## src/rtl/program_loader_pkg.sv

```systemverilog
// Shared definitions for the program loader: loader states and the
// byte/word widths used by the loader core, its byte packer and the
// instruction-memory interface.
package program_loader_pkg;

    localparam int unsigned BYTE_W = 8;
    localparam int unsigned WORD_W = 32;

    typedef enum logic [2:0] {
        ST_HDR,
        ST_LOAD,
        ST_CSUM,
        ST_DONE,
        ST_ERR
    } state_e;

endpackage

```

## src/rtl/program_loader_if.sv

```systemverilog
// Byte-stream input and instruction-memory write port of the program loader.
// The loader uses the master modport; the environment (stream source and
// instruction memory) uses the slave modport.
interface program_loader_if #(
    parameter int ADDR_W = 10
);

    logic [program_loader_pkg::BYTE_W-1:0] in_data;
    logic                                  in_valid;
    logic                                  in_ready;

    logic                                  imem_we;
    logic [ADDR_W-1:0]                     imem_addr;
    logic [program_loader_pkg::WORD_W-1:0] imem_wdata;

    modport master (
        input  in_data,
        input  in_valid,
        output in_ready,
        output imem_we,
        output imem_addr,
        output imem_wdata
    );

    modport slave (
        output in_data,
        output in_valid,
        input  in_ready,
        input  imem_we,
        input  imem_addr,
        input  imem_wdata
    );

endinterface

```

## src/rtl/program_loader_byte_packer.sv

```systemverilog
// Assembles little-endian 32-bit words from a byte stream. Byte k of a word
// lands in bits [8k+7:8k]. word_valid_o pulses combinationally on the
// transfer carrying byte 3, with word_o already holding that byte, so the
// consumer can register the complete word on the same edge.
module program_loader_byte_packer
    import program_loader_pkg::*;
(
    input  logic              clk,
    input  logic              reset,
    input  logic              clear_i,
    input  logic              take_i,
    input  logic [BYTE_W-1:0] byte_i,
    output logic [WORD_W-1:0] word_o,
    output logic              word_valid_o
);

    logic [1:0]            byte_cnt_q;
    logic [3*BYTE_W-1:0]   lanes_q;

    // Track the lane position and capture bytes 0..2; byte 3 is used directly.
    always_ff @(posedge clk) begin
        // NOTE: sequential state uses non-blocking assignments so every
        // register samples pre-edge values regardless of statement order.
        if (reset || clear_i) begin
            byte_cnt_q <= 2'd0;
            lanes_q    <= '0;
        end else if (take_i) begin
            byte_cnt_q <= byte_cnt_q + 2'd1;
            case (byte_cnt_q)
                2'd0:    lanes_q[0*BYTE_W +: BYTE_W] <= byte_i;
                2'd1:    lanes_q[1*BYTE_W +: BYTE_W] <= byte_i;
                2'd2:    lanes_q[2*BYTE_W +: BYTE_W] <= byte_i;
                default: ;
            endcase
        end
    end

    assign word_valid_o = take_i && (byte_cnt_q == 2'd3);
    assign word_o       = {byte_i, lanes_q};

endmodule

```

## src/rtl/program_loader.sv

```systemverilog
// Boot-time program loader. Parses a little-endian image (word count N,
// N data words, checksum), writes the data words to instruction memory and
// releases the core from reset only once the checksum has matched.
module program_loader
    import program_loader_pkg::*;
#(
    parameter int ADDR_W = 10
) (
    input  logic             clk,
    input  logic             reset,
    input  logic             restart,
    program_loader_if.master bus,
    output logic             cpu_hold,
    output logic             done,
    output logic             error
);

    localparam logic [WORD_W-1:0] MAX_WORDS = WORD_W'(1) << ADDR_W;

    state_e              state_q;
    logic [ADDR_W:0]     n_q;
    logic [ADDR_W:0]     word_cnt_q;
    logic [ADDR_W:0]     word_cnt_d;
    logic [WORD_W-1:0]   sum_q;
    logic [WORD_W-1:0]   sum_d;
    logic                in_ready_q;
    logic                imem_we_q;
    logic [ADDR_W-1:0]   imem_addr_q;
    logic [WORD_W-1:0]   imem_wdata_q;
    logic                cpu_hold_q;
    logic                done_q;
    logic                error_q;

    logic                take;
    logic                rearm;
    logic [WORD_W-1:0]   word;
    logic                word_valid;

    assign take  = bus.in_valid && in_ready_q;
    assign rearm = restart && ((state_q == ST_DONE) || (state_q == ST_ERR));

    program_loader_byte_packer u_packer (
        .clk          (clk),
        .reset        (reset),
        .clear_i      (rearm),
        .take_i       (take),
        .byte_i       (bus.in_data),
        .word_o       (word),
        .word_valid_o (word_valid)
    );

    assign word_cnt_d = word_cnt_q + {{ADDR_W{1'b0}}, 1'b1};
    assign sum_d      = sum_q + word;

    // Loader FSM with all outputs registered alongside the state.
    always_ff @(posedge clk) begin
        if (reset) begin
            state_q      <= ST_HDR;
            n_q          <= '0;
            word_cnt_q   <= '0;
            sum_q        <= '0;
            in_ready_q   <= 1'b1;
            imem_we_q    <= 1'b0;
            imem_addr_q  <= '0;
            imem_wdata_q <= '0;
            cpu_hold_q   <= 1'b1;
            done_q       <= 1'b0;
            error_q      <= 1'b0;
        end else begin
            imem_we_q <= 1'b0;
            case (state_q)
                ST_HDR: begin
                    if (word_valid) begin
                        if (word > MAX_WORDS) begin
                            state_q    <= ST_ERR;
                            in_ready_q <= 1'b0;
                            error_q    <= 1'b1;
                        end else begin
                            n_q     <= word[ADDR_W:0];
                            state_q <= (word == '0) ? ST_CSUM : ST_LOAD;
                        end
                    end
                end
                ST_LOAD: begin
                    if (word_valid) begin
                        imem_we_q    <= 1'b1;
                        imem_addr_q  <= word_cnt_q[ADDR_W-1:0];
                        imem_wdata_q <= word;
                        sum_q        <= sum_d;
                        word_cnt_q   <= word_cnt_d;
                        if (word_cnt_d == n_q) begin
                            state_q <= ST_CSUM;
                        end
                    end
                end
                ST_CSUM: begin
                    if (word_valid) begin
                        in_ready_q <= 1'b0;
                        if (word == sum_q) begin
                            state_q    <= ST_DONE;
                            done_q     <= 1'b1;
                            cpu_hold_q <= 1'b0;
                        end else begin
                            state_q <= ST_ERR;
                            error_q <= 1'b1;
                        end
                    end
                end
                ST_DONE, ST_ERR: begin
                    if (rearm) begin
                        state_q    <= ST_HDR;
                        n_q        <= '0;
                        word_cnt_q <= '0;
                        sum_q      <= '0;
                        in_ready_q <= 1'b1;
                        cpu_hold_q <= 1'b1;
                        done_q     <= 1'b0;
                        error_q    <= 1'b0;
                    end
                end
                default: state_q <= ST_HDR;
            endcase
        end
    end

    assign bus.in_ready   = in_ready_q;
    assign bus.imem_we    = imem_we_q;
    assign bus.imem_addr  = imem_addr_q;
    assign bus.imem_wdata = imem_wdata_q;
    assign cpu_hold       = cpu_hold_q;
    assign done           = done_q;
    assign error          = error_q;

endmodule

```

## src/flat_wrapper.sv

```systemverilog
// flat-port wrapper written by rule: the top's interface ports become plain ports
module program_loader_flat import program_loader_pkg::*;
#(
    parameter int ADDR_W = 10
)
  (clk, reset, restart, cpu_hold, done, error, bus_in_data, bus_in_valid, bus_in_ready, bus_imem_we, bus_imem_addr, bus_imem_wdata);
  program_loader_if #(.ADDR_W(ADDR_W)) bus_i ();
  input  logic clk;
  input  logic reset;
  input  logic restart;
  output logic cpu_hold;
  output logic done;
  output logic error;
  input wire logic [$bits(bus_i.in_data)-1:0] bus_in_data;
  input wire logic [$bits(bus_i.in_valid)-1:0] bus_in_valid;
  output wire logic [$bits(bus_i.in_ready)-1:0] bus_in_ready;
  output wire logic [$bits(bus_i.imem_we)-1:0] bus_imem_we;
  output wire logic [$bits(bus_i.imem_addr)-1:0] bus_imem_addr;
  output wire logic [$bits(bus_i.imem_wdata)-1:0] bus_imem_wdata;
  assign bus_i.in_data = bus_in_data;
  assign bus_i.in_valid = bus_in_valid;
  assign bus_in_ready = bus_i.in_ready;
  assign bus_imem_we = bus_i.imem_we;
  assign bus_imem_addr = bus_i.imem_addr;
  assign bus_imem_wdata = bus_i.imem_wdata;
  program_loader #(.ADDR_W(ADDR_W)) u_core (.clk(clk), .reset(reset), .restart(restart), .bus(bus_i), .cpu_hold(cpu_hold), .done(done), .error(error));
endmodule
```

## config.mk

```make
export PLATFORM = sky130hd
export DESIGN_NAME = program_loader_flat
export DESIGN_NICKNAME = d
export VERILOG_FILES = /design/src/rtl/program_loader_pkg.sv /design/src/rtl/program_loader_if.sv /design/src/rtl/program_loader_byte_packer.sv /design/src/rtl/program_loader.sv /design/src/flat_wrapper.sv
export SDC_FILE = /design/constraint.sdc
export NUM_CORES = 1
export LEC_CHECK = 0
export ABC_AREA = 1
export BUFFER_PORTS_ARGS = -buffer_cell sky130_fd_sc_hd__buf_2
export CAP_MARGIN = 15
export CORE_MARGIN = 1
export CORE_UTILIZATION = 50
export CTS_CLUSTER_DIAMETER = 50
export CTS_CLUSTER_SIZE = 40
export DETAILED_ROUTE_END_ITERATION = 7
export MAX_ROUTING_LAYER = met4
export PLACE_DENSITY = 0.71
export SLEW_MARGIN = 20
export SYNTH_ARGS = -nofsm -noshare
export SYNTH_HDL_FRONTEND = slang
export SYNTH_SLANG_ARGS = --single-unit
```

## constraint.sdc

```tcl
create_clock -name clk -period 2 [get_ports clk]
set_clock_uncertainty 0.05 [all_clocks]
set_input_delay 0.4 -clock clk [delete_from_list [all_inputs] [get_ports clk]]
set_output_delay 0.4 -clock clk [all_outputs]
set_load 0.03 [all_outputs]
```

==> flow_metrics.py, run 1 <==
metrics = {
    "final_layout": {
        "antenna_cells": 0,
        "multi_input_area_um2": 4870,
        "area_delta_synth_final_pct": 38.1,
        "final_cells": 1465,
        "fillers": 1140,
        "register_area_um2": 2640,
        "final_layout_size_suffix_gt1_frac": 0.306,
        "layout.nets": 1321,
    },
    "timing": {
        "min_period_ps": 2030,
        "fin_crit_sh": 1.02,
        "setup_tns_ps": -87.6,
        "hold_viol": 0,
        "fin_ws_ps": -32.7,
        "relSlewSlack": 0.595,
        "tightest_slew_ps": 607,
        "slew_violations": 0,
        "fmaxAchievable_ghz": 0.492,
        "rsz0062_at_grt": "true",
        "setup_viol": 4,
    },
    "clock_tree": {
        "root_buffer": "clkbuf_16",
        "cts-htree-levels": 4,
        "ctsHoldBuffers": 0,
        "cts_tree": "yes",
        "cts_buffers": 17,
        "clkSlewWorstSetupHoldPaths_ps": 70,
        "clkLatencyLatePin_ps": 430,
        "cts.path.max_buffers": 2,
        "clock-sinks": 130,
    },
    "floorplan": {
        "io_pins": 59,
        "core_um2": 14000,
        "start_util": 0.518,
        "die_w_um": 122,
        "row_count": 43,
        "die_h_um": 122,
        "dieArea_um2": 15000,
    },
    "hold_path": {
        "hold_class": "input pin to flip-flop",
    },
    "run": {
        "cap_violations": 0,
    },
    "power_and_ir_drop": {
        "ir_drop_uv": 801,
        "p_leak_nw": 4.35,
        "p_per_area_nw_per_um2": 821,
    },
    "synthesis": {
        "synth_seq_cells": 130,
        "synth.net_count": 1147,
        "yosys.area.top_type_share": 0.359,
        "syn_area_um2": 7250,
        "ys_seq_area_frac": 0.359,
        "synth_cell_types": 33,
        "synth_ff_type": "dfxtp_1",
        "synthArstFlopShare": 0,
        "synth-warning-count": 0,
        "synth.top_cells.by_area": "dfxtp_1, nand2_1, a21oi_1",
        "syn_inst": 1098,
        "avgSynthCellArea_um2": 6.60,
        "synth_edf_count": 0,
        "yosysTopAreaCell": "dfxtp_1",
    },
    "route": {
        "routed-via-count": 8203,
        "detail_route.iter0.violations": 654,
        "drc": 0,
        "drt_wl_total_mm": 24.3,
        "detail-route-antenna-nets": 0,
        "drt-pass1-iter-count": 8,
        "routed_via_density": 5.60,
        "routedWlPerCell_um": 16.6,
    },
    "placement": {
        "gp_congestion": 0.981,
        "io_buffers": 58,
        "hpwl_mm": 16.7,
        "dpl.cell_count": 1424,
    },
    "critical_path": {
        "crit_arrival_ps": 2270,
        "critPathCaptureType": "flip-flop",
        "path_class": "flip-flop to flip-flop",
        "reg2reg_slack_ps": -30,
        "critPathLaunchType": "flip-flop",
        "critPathRequiredTime_ps": 2240,
        "critPathMaxFanout": 4,
    },
    "grt": {
        "grt_pass1_vias": 7532,
        "grt_pass1_wl_mm": 36.6,
        "antenna_found_initial": 0,
        "overflow": 0,
        "track_usage": 0.325,
        "grt_max_degree": 55,
    },
    "status": {
        "violations": "setup timing",
        "status": "finished with violations",
    },
}
-- sequential cells by signal (all words and copies together), names as in the netlist --
signal / flops
u_core.n_q: 11
u_core.u_packer.lanes_q: 24
u_core.word_cnt_q: 11
u_core.bus.imem_wdata: 32
u_core.done: 1
u_core.bus.imem_we: 1
u_core.state_q: 3
u_core.cpu_hold: 1
u_core.sum_q: 32
u_core.u_packer.byte_cnt_q: 2
u_core.bus.in_ready: 1
u_core.bus.imem_addr: 10
u_core.error: 1
-- synth_stat cells (9+ instances only) --
library cell / number
a21oi_1: 156
buf_2: 17
clkbuf_1: 16
dfxtp_1: 130
ha_1: 36
inv_1: 80
nand2_1: 262
nand3_1: 103
nand3b_1: 9
nand4_1: 13
nor2_1: 128
nor3_1: 13
nor4_1: 9
o21ai_0: 79
or2_2: 10
-- area by class of cell --
class,count,area share
Multi-Input combinational cell,846,0.486
Inverter,83,0.0314
Tap cell,180,0.0225
Clock buffer,17,0.0425
Timing Repair Buffer,194,0.138
Clock inverter,15,0.0159
Sequential cell,130,0.263
-- stage by stage --
step	worst slack (ps)	utilization	instance area, µm²	hold WS [ps]	power, mW
after CTS	-1.18	0.669	9360	195	8.01
after detailed placement	-203	0.616	8610	386	4.85
after floorplan	37.5	-	7250	394	4.08
after global routing	-113	0.716	10000	235	8.55
final	-32.7	0.716	10000	206	8.22
after global placement	-192	0.616	8610	383	4.84
-- layer usage --
| layer | vias to the layer above | part of all wire | track usage | wire length (µm) |
|---|---|---|---|---|
| li1 | 4031 | - | - | - |
| met1 | 3814 | 0.42 | 0.396 | 10300 |
| met2 | 298 | 0.49 | 0.538 | 11800 |
| met3 | 60 | 0.061 | 0.0641 | 1470 |
| met4 | 0 | 0.029 | 0.104 | 705 |
| met5 | - | 0 | - | 0 |
-- path summary, 6_finish.rpt --
path,start,to,cells after the start
worst max-delay path,u_core.sum_q[0]$_SDFFE_PP0P_,u_core.sum_q[20]$_SDFFE_PP0P_,14
worst max register to register,u_core.sum_q[0]$_SDFFE_PP0P_,u_core.sum_q[20]$_SDFFE_PP0P_,14
worst min register to register,u_core.error$_SDFFE_PP0P_,u_core.error$_SDFFE_PP0P_,2
worst min-delay path,reset,u_core.bus.in_ready$_SDFFE_PP1P_,3
-- where the power goes --
group | internal (mW) | leakage, nW | total [mW] | switching (mW)
Clock | 1.84 | 0.280 | 3.12 | 1.27
Sequential | 2.79 | 1.06 | 2.95 | 0.162
Combinational | 0.861 | 3.01 | 2.15 | 1.29
-- worst max-delay path, stage by stage (launching register included) --
cell      delay [ps]
dfxtp_2          340
ha_4             160
fa_2             370
nand3_2           90
nand2_2           70
nand2_2          100
nand2_4           70
nand2_4           80
nand2_4           70
nand2_4           80
nand2_4           70
nand2_2           80
nand3b_1         100
nand3_1          110
a21oi_2           50
-- repair_timing --
item	4_1_cts	5_1_grt
buffers inserted	1	8
resized for setup	36	161
endpoints found under the hold margin	0	0
setup endpoints to repair	30	43
pin swaps	4	30
-- cells in the final DEF, fill, tap and decap left out, types with 13 or more instances in the layout --
cell / Yosys / layout
nand3_1: 103 / 94
nor2_2: 1 / 14
o21ai_0: 79 / 66
nand4_1: 13 / 13
inv_1: 80 / 79
a21oi_2: 0 / 21
dfxtp_1: 130 / 107
ha_4: 0 / 19
nand2_1: 262 / 229
clkbuf_16: 0 / 17
dfxtp_2: 0 / 21
buf_2: 17 / 58
buf_4: 2 / 128
nand2_2: 2 / 24
nor2_1: 128 / 108
a21oi_1: 156 / 134
-- cells by family (layout without fill, tap and decap cells) --
kind of cell | after synthesis | after routing | share of synthesized area
buf+inv | 122 | 309 | 0.0673
flops | 130 | 130 | 0.359
fa+ha+maj | 37 | 37 | 0.0649
xor+xnor | 5 | 5 | 0.00604
simple gates | 552 | 552 | 0.324
compound gates | 252 | 252 | 0.179
(Power assumes the default switching activity.)
==> inputs of run 2 (changes only) <==
--- a/config.mk
+++ b/config.mk
@@ -9,5 +9,5 @@
 export BUFFER_PORTS_ARGS = -buffer_cell sky130_fd_sc_hd__buf_2
 export CAP_MARGIN = 15
-export CORE_MARGIN = 1
+export CORE_MARGIN = 2
 export CORE_UTILIZATION = 50
 export CTS_CLUSTER_DIAMETER = 50
==> constraint.sdc (replaced) <==
create_clock -name clk -period 2 [get_ports clk]
set_clock_uncertainty 0.05 [all_clocks]
set_input_delay 0.1 -clock clk [delete_from_list [all_inputs] [get_ports clk]]
set_output_delay 0.1 -clock clk [all_outputs]
set_load 0.03 [all_outputs]
==> run 2 against run 1 <==
Against the previous run: clock power decreased by 3%; maximum frequency rose by 3.5%; wire length down 0.51%; highest routed layer unchanged; worst setup slack better by 69 ps; worst hold slack lost 140 ps; register-to-register slack better by 70 ps; global-route usage decreased by 2.3 points; combinational power is 3% lower; count of clock-buffer cells in the layout stayed put; largest cell class unchanged; via count is 0.12% lower; the run now ends clean; cell area down 1.1%.
==> flow_metrics.py, run 2 (same netlist as run 1, synthesis figures left out) <==
metrics = {
    "status": {
        "status": "complete, no violations",
    },
    "timing": {
        "fin_crit_sh": 0.982,
        "tightest_slew_ps": 581,
        "rsz0062_at_grt": "true",
        "relSlewSlack": 0.613,
        "holdWs_ps": 61.9,
        "slew_violations": 0,
        "setup_viol": 0,
        "fmaxAchievable_ghz": 0.509,
        "min_period_ps": 1960,
        "hold_viol": 0,
    },
    "grt": {
        "overflow": 0,
        "antenna_found_initial": 0,
        "grt_pass1_vias": 7212,
        "grt_pass1_wl_mm": 36.8,
        "track_usage": 0.302,
        "grt_max_degree": 66,
    },
    "final_layout": {
        "layout_commonest_cell": "nand2_1",
        "layout.nets": 1315,
        "final_layout_size_suffix_gt1_frac": 0.288,
        "final_cells": 1463,
        "area_delta_synth_final_pct": 36.6,
        "fillers": 1184,
        "final_area_um2": 9910,
        "antenna_cells": 0,
        "final_cell_mix": "nand2_1, a21oi_1, buf_4",
        "finalCoreUtilization": 0.689,
    },
    "critical_path": {
        "critPathMostFrequentCell": "nand2_1",
        "critPathCaptureType": "flip-flop",
        "cp.buffers_inverters": 1,
        "critPathRequiredTime_ps": 2240,
        "crit_chain": "ha_4 -> nand2_2 -> buf_4 -> nor2_1 -> nand2_1 -> nand2_2 -> nand2_1 -> nand2_2 -> nand2_1 -> nand2_1 -> a21oi_1 -> o21ai_1 -> a21oi_1",
        "crit_family": "simple AND/OR/NAND/NOR gates",
        "reg2regPathDepth": 13,
        "critPathLaunchType": "flip-flop",
        "crit_arrival_ps": 2200,
        "critPathMaxFanout": 4,
        "cpPeakStageDelay_ps": 350,
        "worst-path-stages": 13,
        "path_class": "flip-flop to flip-flop",
        "slowest_stage": "dfxtp_2",
    },
    "clock_tree": {
        "clkSlewWorstSetupHoldPaths_ps": 70,
        "cts.path.max_buffers": 2,
        "root_buffer": "clkbuf_16",
        "clock-sinks": 130,
        "clkLatencyLatePin_ps": 430,
        "cts-htree-levels": 4,
        "cts_tree": "yes",
        "cts_buffers": 17,
    },
    "power_and_ir_drop": {
        "p_per_area_nw_per_um2": 814,
        "p_int_mw": 5.27,
        "combPwrFrac": 0.259,
        "p_leak_nw": 4.24,
        "p_seq_frac": 0.365,
        "ir_drop_uv": 701,
        "switching_power_mw": 2.80,
        "power_frac_clock": 0.376,
        "p_sw_frac": 0.347,
    },
    "placement": {
        "io_buffers": 58,
        "place_area_um2": 8540,
        "dpl.cell_count": 1422,
        "gp_congestion": 0.935,
        "hpwl_mm": 16.7,
    },
    "floorplan": {
        "io_pins": 59,
        "start_util": 0.505,
        "row_count": 44,
        "dieArea_um2": 15500,
        "core_um2": 14400,
        "die_w_um": 124,
        "die_h_um": 124,
    },
    "route": {
        "drt-pass1-iter-count": 7,
        "routedWlPerCell_um": 16.5,
        "drt_wl_total_mm": 24.1,
        "routed_via_density": 5.60,
        "detail-route-antenna-nets": 0,
        "detail_route.iter0.violations": 776,
        "drc": 0,
        "routed-via-count": 8193,
    },
    "hold_path": {
        "hold_class": "input pin to flip-flop",
        "min_path_cells": 4,
    },
    "run": {
        "cap_violations": 0,
    },
}
==> run 2: path summary, 6_finish.rpt <==
path                                                               from                                     end  slack (ps)
worst min register to register             u_core.cpu_hold$_SDFFE_PP1P_            u_core.cpu_hold$_SDFFE_PP1P_         400
worst max-delay path            u_core.u_packer.lanes_q[5]$_SDFFE_PP0P_           u_core.sum_q[19]$_SDFFE_PP0P_          40
worst max register to register  u_core.u_packer.lanes_q[5]$_SDFFE_PP0P_           u_core.sum_q[19]$_SDFFE_PP0P_          40
worst min-delay path                                     bus_in_data[3]  u_core.bus.imem_wdata[27]$_SDFFE_PP0P_          60
==> run 2: power by group through the flow <==
stage	clock (mW)	sequential [mW]	combinational, mW
final	3.03	2.94	2.09
after global routing	3.16	2.97	2.29
after CTS	3.04	2.91	1.90
after detailed placement	0	2.96	1.82
after global placement	0	2.95	1.80
after floorplan	0	2.99	1.09
==> run 2: timing repair <==
| item | CTS | global route |
|---|---|---|
| hold buffers | 3 | 0 |
| gates resized for setup | 39 | 138 |
| endpoints found under the setup margin | 30 | 49 |
| hold endpoints to repair | 9 | 0 |
| buffers inserted | 1 | 5 |
| pin swaps | 7 | 32 |
==> run 2: stage by stage <==
step	setup TNS [ps]	worst slack (ps)	total power, mW
2_1_floorplan	0	37.5	4.08
3_3_place_gp	-726	-121	4.76
3_5_place_dp	-1600	-163	4.78
4_1_cts	0	0.239	7.86
5_1_grt	-1120	-85.0	8.42
6_report	0	36.7	8.07
==> run 2: cell type report <==
cell class / count / area, µm² / area share
repair buffers: 188 / 1300 / 0.131
clock inverters: 15 / 135 / 0.0136
multi-input cells: 846 / 4850 / 0.490
inverters: 83 / 318 / 0.0321
clock buffers: 17 / 425 / 0.0429
flip-flops and latches: 130 / 2640 / 0.267
well taps: 184 / 230 / 0.0232
==> run 2: tightest hold or removal path: cells and delay by family <==
| family | cells | cell delay (ps) |
|---|---|---|
| buf+inv | 2 | 270 |
| simple gates | 2 | 140 |
==> run 2: metal layers <==
| layer | up-vias | GRT usage | part of all wire |
|---|---|---|---|
| li1 | 4020 | - | - |
| met1 | 3770 | 0.376 | 0.42 |
| met2 | 328 | 0.500 | 0.48 |
| met3 | 75 | 0.0473 | 0.060 |
| met4 | 0 | 0.109 | 0.039 |
| met5 | - | - | 0 |
==> inputs of run 3 (changes only) <==
Settings changed: PLACE_DENSITY 0.71 to unset, PLACE_DENSITY_LB_ADDON set to 0.25.
==> run 3 against run 2 <==
Against the previous run: count of clock-buffer cells in the layout is 1 higher; cell area is 2.1% higher; worst setup slack worse by 10 ps; combinational power is 7% higher; largest cell class unchanged; worst hold slack better by 9.1 ps; via count is 1.0% lower; first-iteration DRC count is 31% lower; die area stayed put; clock power is 7% higher; maximum frequency is 0.51% lower; sequential power hardly changed.
==> flow_metrics.py, run 3 (same netlist as run 1, synthesis figures left out) <==
metrics = {
    "critical_path": {
        "crit_arrival_ps": 2270,
        "reg2reg_slack_ps": 30,
        "critPathLaunchType": "flip-flop",
        "cpPeakStageDelay_ps": 340,
        "critPathMaxFanout": 4,
        "slowest_stage": "dfxtp_2",
        "critPathCaptureType": "flip-flop",
        "critPathRequiredTime_ps": 2300,
        "path_class": "flip-flop to flip-flop",
        "crit_chain": "ha_4 -> fa_2 -> nand3_2 -> nand2_2 -> nand2_2 -> nand2_2 -> nand2_2 -> nand2_4 -> nand2_4 -> nand2_4 -> nand2_4 -> nand2_1 -> nand2_1 -> nand3_1 -> a21oi_1",
    },
    "floorplan": {
        "dieArea_um2": 15500,
        "start_util": 0.505,
        "die_h_um": 124,
        "io_pins": 59,
        "die_w_um": 124,
        "row_count": 44,
        "core_um2": 14400,
    },
    "route": {
        "routedWlPerCell_um": 16.5,
        "drt-pass1-iter-count": 5,
        "routed-via-count": 8110,
        "detail-route-antenna-nets": 0,
        "routed_via_density": 5.53,
        "drc": 0,
        "drt_wl_total_mm": 24.2,
        "detail_route.iter0.violations": 533,
    },
    "grt": {
        "grt_max_degree": 55,
        "antenna_found_initial": 0,
        "grt_pass1_vias": 7736,
        "track_usage": 0.309,
        "grt_pass1_wl_mm": 37.9,
        "overflow": 0,
    },
    "power_and_ir_drop": {
        "ir_drop_uv": 772,
        "p_per_area_nw_per_um2": 830,
        "p_total_mw": 8.40,
        "p_leak_nw": 4.32,
    },
    "timing": {
        "tightest_slew_ps": 622,
        "relSlewSlack": 0.585,
        "fin_crit_sh": 0.987,
        "fmaxAchievable_ghz": 0.507,
        "rsz0062_at_grt": "true",
        "fin_ws_ps": 26.6,
        "min_period_ps": 1970,
        "setup_viol": 0,
        "setup_tns_ps": 0,
        "hold_viol": 0,
        "slew_violations": 0,
    },
    "placement": {
        "pre_cts_slack_ps": -133,
        "io_buffers": 58,
        "hpwl_mm": 16.9,
        "gp_congestion": 0.923,
        "dpl.cell_count": 1422,
    },
    "status": {
        "status": "complete, no violations",
    },
    "clock_tree": {
        "cts.path.max_buffers": 2,
        "clock-sinks": 130,
        "cts_buffers": 17,
        "clkLatencyLatePin_ps": 420,
        "cts_tree": "yes",
        "root_buffer": "clkbuf_16",
        "cts-htree-levels": 4,
        "clkSlewWorstSetupHoldPaths_ps": 60,
    },
    "final_layout": {
        "register_area_um2": 2640,
        "antenna_cells": 0,
        "fillers": 1165,
        "area_delta_synth_final_pct": 39.6,
        "final_cell_mix": "nand2_1, a21oi_1, buf_4",
        "layout_commonest_cell": "nand2_1",
        "final_layout_size_suffix_gt1_frac": 0.299,
        "multi_input_area_um2": 4930,
        "layout.nets": 1319,
        "final_cells": 1467,
    },
    "run": {
        "cap_violations": 0,
    },
    "hold_path": {
        "hold_class": "input pin to flip-flop",
    },
}
run 3: metrics by stage:
| step | instance area (µm²) | hold WS [ps] | util |
|---|---|---|---|
| finish | 10100 | 71.0 | 0.704 |
| global route | 10100 | 72.9 | 0.704 |
| CTS | 9380 | 45.3 | 0.653 |
| detailed placement | 8600 | 290 | 0.598 |
| global placement | 8600 | 283 | 0.598 |
| floorplan | 7250 | 181 | - |
run 3: critical path: cells and delay by family (launching register included):
family	cells	cell delay [ps]
simple gates	12	850
fa+ha+maj	2	500
flops	1	340
compound gates	1	150
run 3: repair_timing:
| item | in CTS | in global routing |
|---|---|---|
| setup buffers | 3 | 7 |
| gates resized for setup | 31 | 164 |
| endpoints found under the hold margin | 7 | 0 |
| hold buffers | 3 | 0 |
| endpoints found under the setup margin | 39 | 43 |
| pin swaps | 9 | 49 |
run 3: layout make-up:
| class | count | area share |
|---|---|---|
| Tap cell | 184 | 0.0228 |
| Sequential cell | 130 | 0.260 |
| Clock inverter | 14 | 0.0174 |
| Multi-Input combinational cell | 846 | 0.487 |
| Inverter | 83 | 0.0308 |
| Timing Repair Buffer | 192 | 0.139 |
| Clock buffer | 18 | 0.0424 |
run 3: where the power goes:
part	internal, mW	total (mW)	leakage [nW]	switching, mW
sequential	2.78	2.95	1.06	0.165
clock	1.98	3.23	0.292	1.25
combinational	0.923	2.23	2.96	1.30
run 3: worst paths after layout:
check	startpoint	to	depth (start not counted)
worst min register to register	u_core.error$_SDFFE_PP0P_	u_core.error$_SDFFE_PP0P_	2
worst min-delay path	bus_in_data[4]	u_core.bus.imem_wdata[28]$_SDFFE_PP0P_	4
worst max-delay path	u_core.sum_q[0]$_SDFFE_PP0P_	u_core.sum_q[20]$_SDFFE_PP0P_	15
worst max register to register	u_core.sum_q[0]$_SDFFE_PP0P_	u_core.sum_q[20]$_SDFFE_PP0P_	15
run 3: routing by layer:
metal	part of all wire	global-route usage
met1	0.43	0.376
met2	0.49	0.520
met5	0	-
met4	0.033	0.105
met3	0.044	0.0541
